--- src/rtl/hazard_pkg.sv ---
// Shared types and defaults for the N-lane hazard controller.
package hazard_pkg;

  localparam int N_LANE_DEF     = 2;
  localparam int REG_AW_DEF     = 5;
  localparam int DIV_CYCLES_DEF = 32;

  typedef enum logic [1:0] {
    IDLE = 2'd0,
    BUSY = 2'd1,
    DONE = 2'd2
  } div_state_t;

  typedef struct packed {
    logic ena;
    logic flush;
  } stage_ctl_t;

  localparam stage_ctl_t CTL_RUN   = '{ena: 1'b1, flush: 1'b0};
  localparam stage_ctl_t CTL_RESET = '{ena: 1'b1, flush: 1'b1};

endpackage

--- src/rtl/hazard_div_timer.sv ---
// Divider occupancy timer: counts down the busy window of a multi-cycle divide.
//   state | meaning
//   IDLE  | no divide in flight; start launches one
//   BUSY  | divide running, cnt counts remaining busy cycles down to 1
//   DONE  | single cycle where E captures the quotient
module hazard_div_timer
  import hazard_pkg::*;
#(
  parameter int DIV_CYCLES = DIV_CYCLES_DEF
) (
  input  logic clk,
  input  logic rst,
  input  logic start,
  input  logic hold,
  input  logic kill,
  output logic busy,
  output logic done
);

  localparam int CW = $clog2(DIV_CYCLES);
  // The start cycle already stalls once, so BUSY lasts DIV_CYCLES-1 cycles.
  localparam logic [CW-1:0] CNT_LOAD = CW'(DIV_CYCLES - 1);

  div_state_t    state, state_nxt;
  logic [CW-1:0] cnt, cnt_nxt;

  always_ff @(posedge clk) begin
    if (rst) begin
      state <= IDLE;
      cnt   <= '0;
    end else begin
      state <= state_nxt;
      cnt   <= cnt_nxt;
    end
  end

  always_comb begin
    state_nxt = state;
    cnt_nxt   = cnt;
    if (kill) begin
      state_nxt = IDLE;
      cnt_nxt   = '0;
    end else if (!hold) begin
      case (state)
        IDLE: begin
          if (start) begin
            state_nxt = BUSY;
            cnt_nxt   = CNT_LOAD;
          end
        end
        BUSY: begin
          cnt_nxt = cnt - 1'b1;
          if (cnt == CW'(1)) state_nxt = DONE;
        end
        DONE:    state_nxt = IDLE;
        default: state_nxt = IDLE;
      endcase
    end
  end

  assign busy = (state == BUSY);
  assign done = (state == DONE);

endmodule

--- src/rtl/hazard_ctrl.sv ---
// Per-stage enable/flush generation for an N-lane in-order pipeline:
// exception, memory wait, divider, load-use and branch handling in priority order.
module hazard_ctrl
  import hazard_pkg::*;
#(
  parameter int N_LANE     = N_LANE_DEF,
  parameter int DIV_CYCLES = DIV_CYCLES_DEF,
  parameter int REG_AW     = REG_AW_DEF
) (
  input  logic                     clk,
  input  logic                     rst,
  input  logic [N_LANE*REG_AW-1:0] D_rs,
  input  logic [N_LANE*REG_AW-1:0] D_rt,
  input  logic [N_LANE-1:0]        E_memtoReg,
  input  logic [N_LANE*REG_AW-1:0] E_reg_waddr,
  input  logic                     E_branch_taken,
  input  logic                     E_div_start,
  input  logic                     M_dmem_stall,
  input  logic                     M_exception,
  output logic                     F_ena,
  output logic                     D_ena,
  output logic                     E_ena,
  output logic                     M_ena,
  output logic                     W_ena,
  output logic                     F_flush,
  output logic                     D_flush,
  output logic                     E_flush,
  output logic                     M_flush,
  output logic                     W_flush,
  output logic                     E_div_busy
);

  logic [N_LANE*N_LANE-1:0] lw_hit;
  logic lwstall, divstall, branch;
  logic div_busy, div_done;
  logic br_pend, br_pend_nxt;
  stage_ctl_t ctl_f, ctl_d, ctl_e, ctl_m, ctl_w;

  // Every D lane against every E lane; a load to $0 never creates a dependency.
  for (genvar i = 0; i < N_LANE; i++) begin : g_d
    for (genvar j = 0; j < N_LANE; j++) begin : g_e
      logic [REG_AW-1:0] rs, rt, wa;
      assign rs = D_rs[i*REG_AW +: REG_AW];
      assign rt = D_rt[i*REG_AW +: REG_AW];
      assign wa = E_reg_waddr[j*REG_AW +: REG_AW];
      assign lw_hit[i*N_LANE+j] = E_memtoReg[j] & (wa != '0) & ((rs == wa) | (rt == wa));
    end
  end

  assign lwstall = |lw_hit;

  hazard_div_timer #(
    .DIV_CYCLES(DIV_CYCLES)
  ) u_div_timer (
    .clk  (clk),
    .rst  (rst),
    .start(E_div_start),
    .hold (M_dmem_stall),
    .kill (M_exception),
    .busy (div_busy),
    .done (div_done)
  );

  assign divstall   = div_busy | (!div_busy & !div_done & E_div_start);
  assign branch     = E_branch_taken | br_pend;
  assign E_div_busy = div_busy;

  always_ff @(posedge clk) begin
    if (rst) br_pend <= 1'b0;
    else     br_pend <= br_pend_nxt;
  end

  always_comb begin
    ctl_f       = CTL_RUN;
    ctl_d       = CTL_RUN;
    ctl_e       = CTL_RUN;
    ctl_m       = CTL_RUN;
    ctl_w       = CTL_RUN;
    br_pend_nxt = br_pend;
    if (rst) begin
      ctl_f = CTL_RESET;
      ctl_d = CTL_RESET;
      ctl_e = CTL_RESET;
      ctl_m = CTL_RESET;
      ctl_w = CTL_RESET;
    end else if (M_exception) begin
      ctl_f.flush = 1'b1;
      ctl_d.flush = 1'b1;
      ctl_e.flush = 1'b1;
      ctl_m.flush = 1'b1;
      br_pend_nxt = 1'b0;
    end else if (M_dmem_stall) begin
      ctl_f.ena   = 1'b0;
      ctl_d.ena   = 1'b0;
      ctl_e.ena   = 1'b0;
      ctl_m.ena   = 1'b0;
      ctl_w.flush = 1'b1;
      if (E_branch_taken) br_pend_nxt = 1'b1;
    end else if (divstall) begin
      ctl_f.ena   = 1'b0;
      ctl_d.ena   = 1'b0;
      ctl_e.ena   = 1'b0;
      ctl_m.flush = 1'b1;
      if (E_branch_taken) br_pend_nxt = 1'b1;
    end else begin
      // Load-use and branch can coexist: the branch flush kills the stalled D instruction.
      if (lwstall) begin
        ctl_f.ena   = 1'b0;
        ctl_d.ena   = 1'b0;
        ctl_e.flush = 1'b1;
      end
      if (branch) begin
        ctl_d.flush = 1'b1;
        ctl_e.flush = 1'b1;
        br_pend_nxt = 1'b0;
      end
    end
  end

  assign {F_ena, F_flush} = ctl_f;
  assign {D_ena, D_flush} = ctl_d;
  assign {E_ena, E_flush} = ctl_e;
  assign {M_ena, M_flush} = ctl_m;
  assign {W_ena, W_flush} = ctl_w;

endmodule

--- config.mk ---
export PLATFORM = sky130hd
export DESIGN_NAME = hazard_ctrl
export DESIGN_NICKNAME = d
export VERILOG_FILES = /design/src/rtl/hazard_pkg.sv /design/src/rtl/hazard_div_timer.sv /design/src/rtl/hazard_ctrl.sv
export SDC_FILE = /design/constraint.sdc
export NUM_CORES = 1
export LEC_CHECK = 0
export BUFFER_PORTS_ARGS = -buffer_cell sky130_fd_sc_hd__buf_4
export CORE_ASPECT_RATIO = 1.1
export CORE_MARGIN = 2
export CORE_UTILIZATION = 30
export CTS_CLUSTER_DIAMETER = 60
export DETAILED_ROUTE_END_ITERATION = 10
export SYNTH_ARGS = -nofsm -noshare
export SYNTH_HDL_FRONTEND = slang
export SYNTH_SLANG_ARGS = --single-unit
--- constraint.sdc ---
create_clock -name clk -period 1.5 [get_ports clk]
set_input_delay 0.075 -clock clk [delete_from_list [all_inputs] [get_ports clk]]
set_output_delay 0.075 -clock clk [all_outputs]
set_load 0.01 [all_outputs]
==> results.rst <==
.. list-table::
   :header-rows: 1

   * - Metric
     - Value
   * - Post-synthesis simple-gate area fraction
     - 0.171
   * - Net switching power figure
     - roughly 0.00027 W
   * - Remaining global-route overflow
     - 0
   * - Wire length reported by the detailed router
     - between 3000 and 4000 microns
   * - Number of nets in the finished design
     - between 200 and 250
   * - HP Start
     - E_branch_taken
   * - Violated checks
     - setup timing
   * - Count of TritonRoute iterations in the first routing pass
     - 4
   * - Vias per cell
     - about 4.9
   * - Routability congestion estimate
     - a little over 0.8
   * - Minimum clock period after layout
     - between 1.5 and 2 ns
   * - Hold EP
     - br_pend
   * - Smallest setup slack after layout
     - -0.333 ns
   * - Maximum resistive drop on vdd
     - between 0.15 and 0.2 mV
   * - Max-slew violation total from the final report
     - 0
   * - Final routed wire length divided by cell count
     - 12.8 microns
   * - Initial antenna violation count
     - 0
   * - Global-route usage over all layers
     - 0.157
   * - Layout Utilization
     - 0.467
   * - Cell at the root of the clock tree
     - clkbuf_4
   * - Ys Warns
     - 0
   * - Most common cell after layout, fill and taps aside
     - buf_4
   * - Most frequent cells in the layout
     - buf_4 (49), xnor2_1 (35), nand3_1 (10)
   * - Min-Delay Path Depth
     - 3
   * - Logic pwr share
     - 0.511
   * - Layout cell share with drive strength beyond 1
     - 0.417
   * - DIE HEIGHT
     - between 60 and 70 microns
   * - Number of global-route vias before repair
     - 1234
   * - H-tree levels
     - 1
   * - Placeable Area
     - ~0.0034 sq mm
   * - Antenna violation net count after detailed routing
     - 0
   * - Max Buffers Root-to-Sink
     - 2
   * - Switching part of the total
     - 0.338
   * - Primary FF master, synth
     - dfxtp_1
   * - Maximum fanout encountered on the critical timing path
     - 3
   * - Ys async rst share
     - 0
   * - Path depth of the worst reg2reg path
     - 9
   * - IO Port Bufs
     - 47
   * - Dominant combinational cell family by area after synthesis
     - XOR/XNOR gates
   * - Net Count, Synth
     - around 190
   * - Run status
     - complete, but fails checks
   * - Hold buffers post-CTS
     - 0
   * - Antenna diode count
     - 0
   * - Wire length of the first global-routing pass
     - about 5100 microns
   * - Ratio of total power to cell area
     - 506 mW/mm^2
   * - Required @ worst endpoint
     - approximately 1.4 ns
   * - Synthesized-area fraction occupied by adder cells
     - 0.0459
   * - Detailed placer's ending HPWL
     - between 2000 and 3000 microns
   * - Max Freq
     - around 0.55 GHz
   * - CTS tree
     - done
   * - Mean cell area of the mapped netlist
     - around 7.5 sq um
   * - CP Capture Type
     - output pin
   * - Share of Yosys cell area claimed by the top area cell type
     - 0.281
   * - Post-placement worst setup slack
     - -0.110 ns
   * - Initial Util
     - 0.320
   * - Setup repair after global routing missed its margin
     - yes
   * - MaxCap Viol Count
     - 0
   * - Clock sink count
     - 8
   * - Sequential group share of total power
     - 0.284
   * - Final worst path period share
     - 1.22
   * - Mapped Area
     - 0.00109 sq mm
   * - Sequential element share of the synthesized area
     - 0.147
   * - Multiplexer fraction of the synthesized cell area
     - 0
   * - Count of cell types in the netlist
     - 37
   * - Final Skew
     - 0.000233 ns
   * - Hold crit path type
     - in -> reg
   * - #FFs+latches synth
     - 8
   * - Area used by multi-input combinational logic
     - approximately 850 sq um
   * - DRC violation count after routing
     - 0
   * - Hold Vio Cnt, Final
     - 0
   * - Critical path class
     - reg -> out
   * - Reg clk slew, reported paths
     - 0.05 ns
   * - Internal power of the cells
     - approximately 0.00053 W
   * - Largest net degree at the start of global routing
     - 11
   * - Area of the die
     - a little over 0.004 sq mm
   * - DRC marker count from the first detailed-route iteration
     - a little under 90
   * - Top cells by area, synth
     - xnor2_1 (28%), dfxtp_1 (15%), ha_1 (4.6%)
   * - Register-to-Register Setup Slack
     - 0 ns
   * - Xor and xnor fraction of the mapped netlist area
     - 0.321
   * - Area fraction in compound gates after synthesis
     - 0.197
   * - Fill cell instance count of the final layout
     - between 300 and 400
   * - Number of ports placed on the die boundary
     - ~50
   * - Source-to-sink clock delay at the later pin of the worst-skew pair
     - approximately 0.25 ns
   * - Launching element type of the critical path
     - flip-flop
   * - End of the worst register-to-register path
     - br_pend
   * - Die Wd
     - 61.5 microns
   * - Number of vias in the routed layout
     - ~1200
   * - Setup Viol. Count Final
     - 5
   * - Clock Power Share
     - 0.205
   * - Static leakage
     - between 0.6 and 0.7 nW
   * - Count of flip-flops with a built-in enable after synthesis
     - 0
   * - Number of buffers inserted during clock tree synthesis
     - 3
   * - Site row count
     - 22
   * - Cell taking the most area after synthesis
     - xnor2_1
   * - Seq. cell area
     - ~160 sq um
   * - Cell count after synthesis
     - 145
   * - Area growth syn-to-layout
     - 46.1%
   * - Critical R2R Launch
     - u_div_timer.state[0]
   * - Data arrival at the endpoint of the critical path
     - 1.76 ns
[area by class of cell]
| class | count | share of cell area |
|---|---|---|
| flip-flops and latches | 8 | 0.102 |
| inverters | 10 | 0.0243 |
| multi-input cells | 114 | 0.535 |
| clock buffers | 3 | 0.0141 |
| well taps | 48 | 0.0377 |
| repair buffers | 57 | 0.287 |
[cell families (layout without fill, tap and decap cells)]
| family | Yosys count | after routing |
|---|---|---|
| xor gates and xnor gates | 40 | 40 |
| other | 1 | 1 |
| AOI/OAI and AO/OA | 31 | 31 |
| DFF | 8 | 8 |
| and+or+nand+nor | 38 | 38 |
| buffers and inverters | 23 | 70 |
| adders and majority gates | 4 | 4 |
[power groups by stage]
| stage | logic (W) | registers, W | clock network (W) |
|---|---|---|---|
| final | 0.000412 | 0.000229 | 0.000165 |
| after global routing | 0.000449 | 0.000230 | 0.000180 |
| after CTS | 0.000403 | 0.000228 | 0.000171 |
| after detailed placement | 0.000385 | 0.000232 | 0 |
| after global placement | 0.000374 | 0.000232 | 0 |
| after floorplan | 0.000237 | 0.000231 | 0 |
[worst max-delay path, cell delays in order (launching register included)]
cell	delay, ns
dfxtp_2	0.34
inv_2	0.05
ha_4	0.26
inv_2	0.03
a211o_1	0.29
or2_0	0.24
o211ai_1	0.15
buf_4	0.14
[what timing repair did]
action | 4_1_cts | 5_1_grt
setup buffers | 2 | 2
resized for setup | 12 | 7
pin swaps | 6 | 2
endpoints found under the setup margin | 6 | 7
[synth_stat cells, types with 2 or more instances]
cell      instances
xnor2_1          35
nand3_1          10
nor2_1           10
o21ai_0           9
dfxtp_1           8
inv_1             8
nand2_1           8
a21oi_1           6
buf_2             6
xor2_1            5
ha_1              4
a311oi_1          3
buf_6             3
nor3_1            3
buf_4             2
clkbuf_1          2
o21ai_2           2
o22ai_1           2
[state kept, by name, indices dropped and copies added (netlist names)]
register,flops
br_pend,1
u_div_timer.cnt,5
u_div_timer.state,2
[how the worst max path moves through the flow]
stage,startpoint,slack [ns],to
2_1_floorplan,u_div_timer.state[1],-0.003,E_flush
3_3_place_gp,u_div_timer.state[1],-0.06,E_flush
3_5_place_dp,u_div_timer.state[0],-0.11,E_flush
4_1_cts,u_div_timer.state[1],-0.32,E_flush
5_1_grt,u_div_timer.state[0],-0.45,E_flush
6_report,u_div_timer.state[0],-0.33,E_flush
[layer usage]
| layer | vias to the layer above | track usage | share of wire |
|---|---|---|---|
| li1 | 578 | - | - |
| met1 | 540 | 0.168 | 0.40 |
| met2 | 52 | 0.308 | 0.51 |
| met3 | 4 | 0.0268 | 0.077 |
| met4 | 0 | 0.0399 | 0.012 |
| met5 | - | 0 | 0 |
[per-stage QoR]
step | setup TNS (ns) | total power [W] | instances | area [sq um] | hold WS (ns)
2_1_floorplan | -0.00311 | 0.000468 | 145 | 1110 | 0.215
3_3_place_gp | -0.0943 | 0.000606 | 234 | 1480 | 0.315
3_5_place_dp | -0.288 | 0.000618 | 234 | 1480 | 0.314
4_1_cts | -1.26 | 0.000803 | 239 | 1570 | 0.0763
5_1_grt | -1.87 | 0.000858 | 240 | 1590 | 0.135
6_report | -1.38 | 0.000806 | 240 | 1590 | 0.106
No activity file was read; power rests on OpenSTA's default activity.
